File: src/rtl/next_pc_unit_if.sv
// next_pc_unit_if: groups the control inputs and PC/RAS outputs of next_pc_unit.
// master modport: the driver (controller or testbench) side.
// slave modport : the next_pc_unit side.
// Signals:
//   stall, jump_sel, branch_taken, branch_target, jump_index, ra  (master -> slave)
//   pc, pc_plus4, next_pc, ras_top, ras_count, ras_empty, ras_full,
//   ras_overflow, ras_underflow                                   (slave -> master)
//   ras_mismatch (slave -> master), present only when NEXT_PC_RAS_CHECK_EN is defined.
interface next_pc_unit_if #(
    parameter int unsigned ADDR_W    = 32,
    parameter int unsigned IMM_W     = 26,
    parameter int unsigned RAS_DEPTH = 4
);
    localparam int unsigned CNT_W = $clog2(RAS_DEPTH) + 1;

    logic              stall;
    logic [1:0]        jump_sel;
    logic              branch_taken;
    logic [ADDR_W-1:0] branch_target;
    logic [IMM_W-1:0]  jump_index;
    logic [ADDR_W-1:0] ra;

    logic [ADDR_W-1:0] pc;
    logic [ADDR_W-1:0] pc_plus4;
    logic [ADDR_W-1:0] next_pc;
    logic [ADDR_W-1:0] ras_top;
    logic [CNT_W-1:0]  ras_count;
    logic              ras_empty;
    logic              ras_full;
    logic              ras_overflow;
    logic              ras_underflow;

`ifdef NEXT_PC_RAS_CHECK_EN
    logic              ras_mismatch;

    modport master (
        output stall, jump_sel, branch_taken, branch_target, jump_index, ra,
        input  pc, pc_plus4, next_pc, ras_top, ras_count, ras_empty, ras_full,
               ras_overflow, ras_underflow, ras_mismatch
    );
    modport slave (
        input  stall, jump_sel, branch_taken, branch_target, jump_index, ra,
        output pc, pc_plus4, next_pc, ras_top, ras_count, ras_empty, ras_full,
               ras_overflow, ras_underflow, ras_mismatch
    );
`else
    modport master (
        output stall, jump_sel, branch_taken, branch_target, jump_index, ra,
        input  pc, pc_plus4, next_pc, ras_top, ras_count, ras_empty, ras_full,
               ras_overflow, ras_underflow
    );
    modport slave (
        input  stall, jump_sel, branch_taken, branch_target, jump_index, ra,
        output pc, pc_plus4, next_pc, ras_top, ras_count, ras_empty, ras_full,
               ras_overflow, ras_underflow
    );
`endif
endinterface

File: src/rtl/next_pc_unit.sv
// next_pc_unit: next-PC selection, PC register and circular return-address stack.
// Ports:
//   clk   - rising-edge clock
//   rst_n - asynchronous active-low reset
//   bus   - next_pc_unit_if.slave: jump_sel (11 j, 10 jr, 01 jal, 00 seq/branch),
//           stall, branch inputs, jump_index, ra; outputs pc, pc_plus4, next_pc and
//           RAS status (top, count, empty, full, overflow/underflow pulses).
// Optional: define NEXT_PC_RAS_CHECK_EN to add the registered ras_mismatch pulse,
//           raised on a non-stalled jr whose ra differs from the RAS prediction
//           (or when there is no prediction at all).
module next_pc_unit #(
    parameter int unsigned       ADDR_W    = 32,
    parameter int unsigned       IMM_W     = 26,
    parameter logic [ADDR_W-1:0] RESET_PC  = '0,
    parameter int unsigned       RAS_DEPTH = 4
) (
    input logic           clk,
    input logic           rst_n,
    next_pc_unit_if.slave bus
);
    localparam int unsigned PTR_W = $clog2(RAS_DEPTH);
    localparam int unsigned CNT_W = PTR_W + 1;

    localparam logic [1:0] SelSeq = 2'b00;
    localparam logic [1:0] SelJal = 2'b01;
    localparam logic [1:0] SelJr  = 2'b10;
    localparam logic [1:0] SelJ   = 2'b11;

    logic [ADDR_W-1:0] pc_q, pc_d;
    logic [ADDR_W-1:0] pc_plus4, jaddr, next_pc, ras_top;
    logic [ADDR_W-1:0] ras_mem_q [RAS_DEPTH];
    logic [PTR_W-1:0]  ptr_q, ptr_d, top_idx;
    logic [CNT_W-1:0]  cnt_q, cnt_d;
    logic              ovf_q, ovf_d, unf_q, unf_d;
    logic              empty, full, push, pop;

    assign pc_plus4 = pc_q + ADDR_W'(4);

    // Region bits come from pc+4, not pc, so a jump in the delay-slot boundary
    // lands in the correct 2^(IMM_W+2) region.
    if (ADDR_W > IMM_W + 2) begin : g_region
        assign jaddr = {pc_plus4[ADDR_W-1:IMM_W+2], bus.jump_index, 2'b00};
    end else begin : g_no_region
        assign jaddr = {bus.jump_index, 2'b00};
    end

    always_comb begin
        next_pc = pc_plus4;
        unique case (bus.jump_sel)
            SelJ, SelJal: next_pc = jaddr;
            SelJr:        next_pc = bus.ra;
            SelSeq:       next_pc = bus.branch_taken ? bus.branch_target : pc_plus4;
            default:      next_pc = pc_plus4;
        endcase
    end

    // ptr_q is the next write slot; the top entry sits one below it. When full,
    // ptr_q has wrapped onto the oldest entry, so a push overwrites it.
    assign empty   = (cnt_q == '0);
    assign full    = (cnt_q == CNT_W'(RAS_DEPTH));
    assign top_idx = ptr_q - 1'b1;
    assign ras_top = empty ? '0 : ras_mem_q[top_idx];

    assign push = !bus.stall && (bus.jump_sel == SelJal);
    assign pop  = !bus.stall && (bus.jump_sel == SelJr) && !empty;

    always_comb begin
        pc_d  = bus.stall ? pc_q : next_pc;
        ptr_d = ptr_q;
        cnt_d = cnt_q;
        if (push) begin
            ptr_d = ptr_q + 1'b1;
            cnt_d = full ? cnt_q : cnt_q + 1'b1;
        end else if (pop) begin
            ptr_d = top_idx;
            cnt_d = cnt_q - 1'b1;
        end
        ovf_d = push && full;
        unf_d = !bus.stall && (bus.jump_sel == SelJr) && empty;
    end

    always_ff @(posedge clk or negedge rst_n) begin
        if (!rst_n) begin
            pc_q  <= RESET_PC;
            ptr_q <= '0;
            cnt_q <= '0;
            ovf_q <= 1'b0;
            unf_q <= 1'b0;
            for (int i = 0; i < RAS_DEPTH; i++) begin
                ras_mem_q[i] <= '0;
            end
        end else begin
            pc_q  <= pc_d;
            ptr_q <= ptr_d;
            cnt_q <= cnt_d;
            ovf_q <= ovf_d;
            unf_q <= unf_d;
            if (push) begin
                ras_mem_q[ptr_q] <= pc_plus4;
            end
        end
    end

`ifdef NEXT_PC_RAS_CHECK_EN
    logic mis_q, mis_d;

    assign mis_d = !bus.stall && (bus.jump_sel == SelJr) && (empty || (ras_top != bus.ra));

    always_ff @(posedge clk or negedge rst_n) begin
        if (!rst_n) begin
            mis_q <= 1'b0;
        end else begin
            mis_q <= mis_d;
        end
    end

    assign bus.ras_mismatch = mis_q;
`endif

    assign bus.pc            = pc_q;
    assign bus.pc_plus4      = pc_plus4;
    assign bus.next_pc       = next_pc;
    assign bus.ras_top       = ras_top;
    assign bus.ras_count     = cnt_q;
    assign bus.ras_empty     = empty;
    assign bus.ras_full      = full;
    assign bus.ras_overflow  = ovf_q;
    assign bus.ras_underflow = unf_q;
endmodule
File: src/flat_wrapper.sv
// flat-port wrapper written by rule: the top's interface ports become plain ports
module next_pc_unit_flat 
#(
    parameter int unsigned       ADDR_W    = 32,
    parameter int unsigned       IMM_W     = 26,
    parameter logic [ADDR_W-1:0] RESET_PC  = '0,
    parameter int unsigned       RAS_DEPTH = 4
)
  (clk, rst_n, bus_stall, bus_jump_sel, bus_branch_taken, bus_branch_target, bus_jump_index, bus_ra, bus_pc, bus_pc_plus4, bus_next_pc, bus_ras_top, bus_ras_count, bus_ras_empty, bus_ras_full, bus_ras_overflow, bus_ras_underflow);
  next_pc_unit_if #(.ADDR_W(ADDR_W), .IMM_W(IMM_W), .RAS_DEPTH(RAS_DEPTH)) bus_i ();
  input logic clk;
  input logic rst_n;
  input wire logic [$bits(bus_i.stall)-1:0] bus_stall;
  input wire logic [$bits(bus_i.jump_sel)-1:0] bus_jump_sel;
  input wire logic [$bits(bus_i.branch_taken)-1:0] bus_branch_taken;
  input wire logic [$bits(bus_i.branch_target)-1:0] bus_branch_target;
  input wire logic [$bits(bus_i.jump_index)-1:0] bus_jump_index;
  input wire logic [$bits(bus_i.ra)-1:0] bus_ra;
  output wire logic [$bits(bus_i.pc)-1:0] bus_pc;
  output wire logic [$bits(bus_i.pc_plus4)-1:0] bus_pc_plus4;
  output wire logic [$bits(bus_i.next_pc)-1:0] bus_next_pc;
  output wire logic [$bits(bus_i.ras_top)-1:0] bus_ras_top;
  output wire logic [$bits(bus_i.ras_count)-1:0] bus_ras_count;
  output wire logic [$bits(bus_i.ras_empty)-1:0] bus_ras_empty;
  output wire logic [$bits(bus_i.ras_full)-1:0] bus_ras_full;
  output wire logic [$bits(bus_i.ras_overflow)-1:0] bus_ras_overflow;
  output wire logic [$bits(bus_i.ras_underflow)-1:0] bus_ras_underflow;
  assign bus_i.stall = bus_stall;
  assign bus_i.jump_sel = bus_jump_sel;
  assign bus_i.branch_taken = bus_branch_taken;
  assign bus_i.branch_target = bus_branch_target;
  assign bus_i.jump_index = bus_jump_index;
  assign bus_i.ra = bus_ra;
  assign bus_pc = bus_i.pc;
  assign bus_pc_plus4 = bus_i.pc_plus4;
  assign bus_next_pc = bus_i.next_pc;
  assign bus_ras_top = bus_i.ras_top;
  assign bus_ras_count = bus_i.ras_count;
  assign bus_ras_empty = bus_i.ras_empty;
  assign bus_ras_full = bus_i.ras_full;
  assign bus_ras_overflow = bus_i.ras_overflow;
  assign bus_ras_underflow = bus_i.ras_underflow;
  next_pc_unit #(.ADDR_W(ADDR_W), .IMM_W(IMM_W), .RESET_PC(RESET_PC), .RAS_DEPTH(RAS_DEPTH)) u_core (.clk(clk), .rst_n(rst_n), .bus(bus_i));
endmodule
File: config.mk
export PLATFORM = sky130hd
export DESIGN_NAME = next_pc_unit_flat
export DESIGN_NICKNAME = d
export VERILOG_FILES = /design/src/rtl/next_pc_unit_if.sv /design/src/rtl/next_pc_unit.sv /design/src/flat_wrapper.sv
export SDC_FILE = /design/constraint.sdc
export NUM_CORES = 1
export LEC_CHECK = 0
export BUFFER_PORTS_ARGS = -buffer_cell sky130_fd_sc_hd__buf_2
export CORE_ASPECT_RATIO = 1.5
export CORE_MARGIN = 8
export CORE_UTILIZATION = 45
export DETAILED_ROUTE_END_ITERATION = 7
export GPL_TIMING_DRIVEN = 1
export MAX_ROUTING_LAYER = met4
export PLACE_DENSITY = 0.73
export SYNTH_ARGS = -nofsm -noshare
export SYNTH_HDL_FRONTEND = slang
export SYNTH_SLANG_ARGS = --single-unit
File: constraint.sdc
create_clock -name clk -period 4.59 [get_ports clk]
set_clock_uncertainty 0.15 [all_clocks]
set_input_delay 0.918 -clock clk [delete_from_list [all_inputs] [get_ports clk]]
set_output_delay 0.918 -clock clk [all_outputs]
set_load 0.01 [all_outputs]
# Word-level counts from Yosys, hierarchy flattened
# Index checks and enable logic that the tools add are counted.
classes:
  reduce_logical: 13
  n_addsub: 5
  order_cmp: 3
  mux: 14
  n_eq_ne: 5
  n_bitwise: 2
op_table:
  columns: ["cell", "count"]
  rows:
  - ["$mux W32", 5]
  - ["$bwmux W128", 1]
  - ["$pmux W32 S3", 1]
  - ["$bmux W32 S2", 1]
  - ["$demux W32 S2", 1]
  - ["$add A32 B3 Y32 const B", 1]
  - ["$mux W3", 3]
  - ["$ge A3 B3 Y1 const B", 2]
  - ["$logic_and A1 B1 Y1", 6]
  - ["$not A2 Y3", 2]
  - ["$eq A2 B2 Y1 const B", 2]
  - ["$mux W2", 2]
  - ["$add A3 B1 Y3 const B", 1]
  - ["$eq A3 B3 Y1 const B", 1]
  - ["$logic_not A3 Y1", 1]
  - ["$lt A3 B1 Y1 const B", 1]
  - ["$sub A3 B1 Y3 const B", 1]
  - ["$add A2 B1 Y2 const B", 1]
  - ["$eq A2 B1 Y1 const B", 1]
  - ["$logic_not A1 Y1", 2]
  - ["$logic_not A2 Y1", 1]
  - ["$ne A2 B2 Y1 const B", 1]
  - ["$reduce_and A2 Y1", 1]
  - ["$reduce_bool A2 Y1", 1]
  - ["other kinds (2)", 2]
word_totals:
  word_cells: 51
  out_inout_bits: 135
  inputBits: 96
  ff_bits: 167

# Logic depth before layout (Yosys ltp)
depth:
  word_depth: 6
  ltp_mapped: 9

# Worst setup path after synthesis
# OpenSTA, ideal clock, no wires.
synth_timing:
  kind: "reg2out"
  start: "reg u_core.ptr_q[0]"
  end: "out bus_ras_top[10]"
  t_required_ps: 3522
  t_arrival_ps: 2708
  path_slack_ps: 814
  path_buffers: 4
  path_stages_with_launch: 9
  path_cell_list: "dfrtp_1 > clkbuf_1 > buf_1 > inv_1 > ha_1 > buf_1 > clkbuf_1 > mux4_2 > nor2b_1"
synth_via:
  elab_chain_len: 6
synth_lines:
  columns: ["element", "line_no", "rtl"]
  rows:
  - ["from (decl)", "next_pc_unit.sv:32", "logic [PTR_W-1:0] ptr_q, ptr_d, top_idx;"]
  - ["from (signal assigned)", "next_pc_unit.sv:94", "ptr_q <= ptr_d;"]
  - ["$sub A2 B1 Y2", "next_pc_unit.sv:61", "assign top_idx = ptr_q - 1'b1;"]
  - ["$not A2 Y3 (implied by the code)", "next_pc_unit.sv:62", "assign ras_top = empty ? '0 : ras_mem_q[top_idx];"]
  - ["$bmux W32 S2", "next_pc_unit.sv:62", null]
  - ["$mux W32 (implied by the code) (2 in series)", "next_pc_unit.sv:62", null]
  - ["$mux W32", "next_pc_unit.sv:62", null]
  - ["to (decl)", "flat_wrapper.sv:22", "output wire logic [$bits(bus_i.ras_top)-1:0] bus_ras_top;"]
# Every way passes these cells. The select of a mux whose other input is x is not followed.

# Final worst setup path
layout_timing:
  start: "reg u_core.pc_q[6] (netlist: u_core.bus.pc[6])"
  end: "out bus_next_pc[26]"
layout_via:
  elab_chain_len: 3
layout_lines:
  columns: ["element", "line_no", "rtl"]
  rows:
  - ["from (decl)", "next_pc_unit.sv:29", "logic [ADDR_W-1:0] pc_q, pc_d;"]
  - ["from (signal assigned)", "next_pc_unit.sv:93", "pc_q <= pc_d;"]
  - ["$add A32 B3 Y32", "next_pc_unit.sv:37", "assign pc_plus4 = pc_q + ADDR_W'(4);"]
  - ["$mux W32", "next_pc_unit.sv:52", "SelSeq: next_pc = bus.branch_taken ? bus.branch_target : pc_plus4;"]
  - ["$pmux W32 S3", "next_pc_unit.sv:49", "unique case (bus.jump_sel)"]
  - ["to (decl)", "flat_wrapper.sv:21", "output wire logic [$bits(bus_i.next_pc)-1:0] bus_next_pc;"]
# Every way passes these cells.

==> impl_metrics.py <==
metrics = {
    "clock_tree": {
        "cts_resized": 0,
        "clkTransAtPathRegs_ns": 0.07,
        "cts_tree": "done",
        "clk_latency_ns": 0.41,
        "cts_root_buffer": "clkbuf_16",
        "cts_buffer_depth": 2,
        "postCtsHoldBufs": 0,
        "htreeDepth": 4,
        "post_cts_buffers": 0,
        "cts_buffers": 17,
        "clock_sinks": 167,
    },
    "setup_path": {
        "crit_required_ns": 3.52,
        "path_cells": "nand4_2 > or4_4 > or4_4 > xor2_1 > a21oi_1 > buf_2",
        "reg2reg_depth": 5,
        "cp_slowest_cell": "or4_4",
        "cp-startpoint": "u_core.bus.pc[6]",
        "critical_path_peak_fanout": 16,
        "cp_common_cell": "or4_4",
        "worstSetupPathType": "flip-flop to output port",
        "critPathLaunchType": "flip-flop",
        "crit_path_end": "bus_next_pc[26]",
        "r2r-start": "u_core.bus.pc[6]",
        "arrival_ns": 3.20,
        "rr_endpoint": "u_core.ras_mem_q[58]",
        "reg2reg_slack_ns": 1.66,
        "max_stage_delay_ns": 0.68,
        "cp-end-kind": "output port",
    },
    "timing": {
        "setup_violations": 0,
        "maxSlewViolCount": 0,
        "min_period_over_period_pct": 93.0,
        "tightest_slew_ns": 0.799,
        "fin_crit_ns": 4.27,
        "rsz0062_at_grt": "false",
        "hold_violations": 0,
        "clock.fmax_ghz": 0.234,
        "relSlewSlack_pct": 46.4,
        "finalSetupTns_ns": 0,
    },
    "route": {
        "first_iter_violations": 563,
        "wirelength_mm": 28.4,
        "viasPerCell": 5.66,
        "dr.pass1.iters": 7,
        "top_layer": "met4",
        "vias": 8060,
        "wl_met1_mm": 11.3,
        "detail-route-antenna-nets": 0,
        "wl_met2_mm": 15.0,
        "drc_errors": 0,
        "routedWlPerCell_um": 19.9,
        "dr_wl_met3_mm": 1.36,
    },
    "floorplanning": {
        "start_util_pct": 45.8,
        "rows": 63,
        "fp.dieH_um": 190,
        "dieArea_um2": 25000,
        "pin_count": 231,
        "core_um2": 19800,
        "die_w_um": 132,
    },
    "pwr": {
        "ir_drop_mv": 0.267,
        "p_seq_share_pct": 35.4,
        "switching_share_pct": 36.9,
        "p_comb_share_pct": 44.6,
        "p_int_mw": 4.47,
        "p_leak_nw": 5.07,
        "p_sw_mw": 2.62,
        "power_density_nw_per_um2": 640,
        "pwr-share-clk_pct": 19.9,
    },
    "run": {
        "cap_violations": 0,
    },
    "yosys": {
        "syn_area_per_cell_um2": 9.51,
        "synthDistinctLibCells": 56,
        "syn_area_um2": 9050,
        "ys_ff_latch": 167,
        "synth_cells": 952,
        "synthFlopType": "dfrtp_1",
        "yosysWarnings": 0,
        "yosys-top-cells-count": "167 x dfrtp_1, 146 x nor2_1, 132 x a21oi_1",
        "yosysTopAreaCellShare_pct": 46.2,
        "ys_seq_area_share_pct": 46.2,
        "synth_edf_count": 0,
        "synth_most_common_cell": "dfrtp_1",
        "synth_nets": 1055,
        "async_flop_share_pct": 100,
        "synthTopCellsByArea": "dfrtp_1 46%, mux4_2 8.0%, a21oi_1 7.3%",
        "synth_top_cell_by_area": "dfrtp_1",
    },
    "placement": {
        "gp_congestion": 0.914,
        "io_buffer_count": 230,
        "place_hpwl_mm": 21.2,
    },
    "global_route": {
        "antenna_found_initial": 0,
        "gr-total-overflow": 0,
        "grt_pass1_vias": 8291,
        "grt_pass1_wl_mm": 45.3,
        "track_usage_pct": 23.4,
        "grt_max_degree": 76,
    },
    "layout": {
        "antenna_cells": 0,
        "drive_gt1_share_pct": 31.5,
        "fill_cells": 1827,
        "nets": 1256,
        "final_core_util_pct": 56.0,
        "syn2layout_area_growth_pct": 22.4,
    },
    "min_path": {
        "hold_path_class": "primary input to asynchronous set/reset pin",
    },
    "run_status": {
        "outcome": "finished, final reports clean",
    },
}
[metal layers]
layer / global-route usage, % / vias up
li1: - / 3765
met1: 27.0 / 3925
met2: 40.8 / 325
met3: 3.75 / 45
met4: 7.80 / 0
met5: - / -
[sequential cells by signal, summed over array words and instances, names as in the netlist]
name	flops
u_core.bus.ras_count	3
u_core.ptr_q	2
u_core.bus.ras_overflow	1
u_core.bus.pc	32
u_core.ras_mem_q	128
u_core.bus.ras_underflow	1
[worst min path at each step]
stage	end	start	slack, ns
floorplan	u_core.ras_mem_q[64]	u_core.ras_mem_q[64]	0.33
global placement	u_core.ras_mem_q[32]	u_core.ras_mem_q[32]	0.33
detailed placement	u_core.ras_mem_q[98]	u_core.ras_mem_q[98]	0.34
CTS	u_core.ras_mem_q[67]	u_core.ras_mem_q[67]	0.36
global route	u_core.ras_mem_q[0]	u_core.ras_mem_q[0]	0.37
finish	u_core.bus.ras_count[2]	rst_n	0.36
[worst max-delay path, delay by kind of cell (launching register included)]
kind / cells / cell delay (ns)
AOI/OAI and AO/OA: 1 / 0.12
xor gates and xnor gates: 1 / 0.46
buffers and inverters: 1 / 0.16
DFF: 1 / 0.47
and+or+nand+nor: 3 / 1.57
[per-stage QoR]
step / hold slack [ns] / worst slack, ns / instance area [um2] / instances / total power, mW
floorplan: 0.325 / 0.814 / 9050 / 952 / 4.52
global placement: 0.335 / 0.793 / 10500 / 1394 / 5.65
detailed placement: 0.341 / 0.754 / 10500 / 1394 / 5.74
CTS: 0.356 / 0.302 / 11100 / 1425 / 7.18
global route: 0.367 / 0.0959 / 11100 / 1425 / 7.59
finish: 0.356 / 0.320 / 11100 / 1425 / 7.09
[cells by family (layout without fill, tap and decap cells)]
kind of cell	after synthesis	in the layout	share of synthesized area [%]
compound gates	229	229	14.8
xor+xnor	25	25	2.42
mux	74	74	13.1
simple gates	334	334	17.6
fa+ha+maj	7	7	1.05
flops	167	167	46.2
buf+inv	116	329	4.89
[placed cells by master (no fill, tap or decap), types with 4 or more instances in the layout]
cell type / count
a21oi_1: 132
inv_1: 43
xnor2_1: 12
ha_1: 6
a31oi_1: 6
nor4_1: 8
and2_1: 6
or4_1: 4
clkbuf_16: 17
mux2_2: 35
nor2_1: 146
nand3_1: 19
xor2_1: 13
and3_1: 11
buf_2: 229
a22oi_1: 9
and3_2: 4
o22ai_1: 5
nor2b_1: 35
nand2_1: 51
nand4_1: 13
clkinv_4: 5
a221oi_1: 5
o21ai_0: 32
o41ai_1: 4
nand2b_1: 7
dfrtp_1: 166
buf_4: 22
mux4_2: 32
o31ai_1: 7
or3_1: 7
nor3_1: 10
mux2i_1: 7
[final cells by class]
cell class              instances  area (um2)  area share (%)
clock buffers                  18         439            3.96
clock inverters                13         149            1.34
inverters                      43         161            1.46
multi-input cells             669        4440            40.1
flip-flops and latches        167        4180            37.7
well taps                     260         325            2.94
repair buffers                255        1380            12.5
[power groups by stage]
stage | logic [mW] | registers, mW | clock network [mW]
final | 3.16 | 2.51 | 1.41
after global routing | 3.49 | 2.59 | 1.51
after CTS | 3.24 | 2.50 | 1.43
after detailed placement | 3.22 | 2.52 | 0
after global placement | 3.17 | 2.48 | 0
after floorplan | 2.09 | 2.42 | 0
Note: power is estimated with default switching activity, not from simulation.
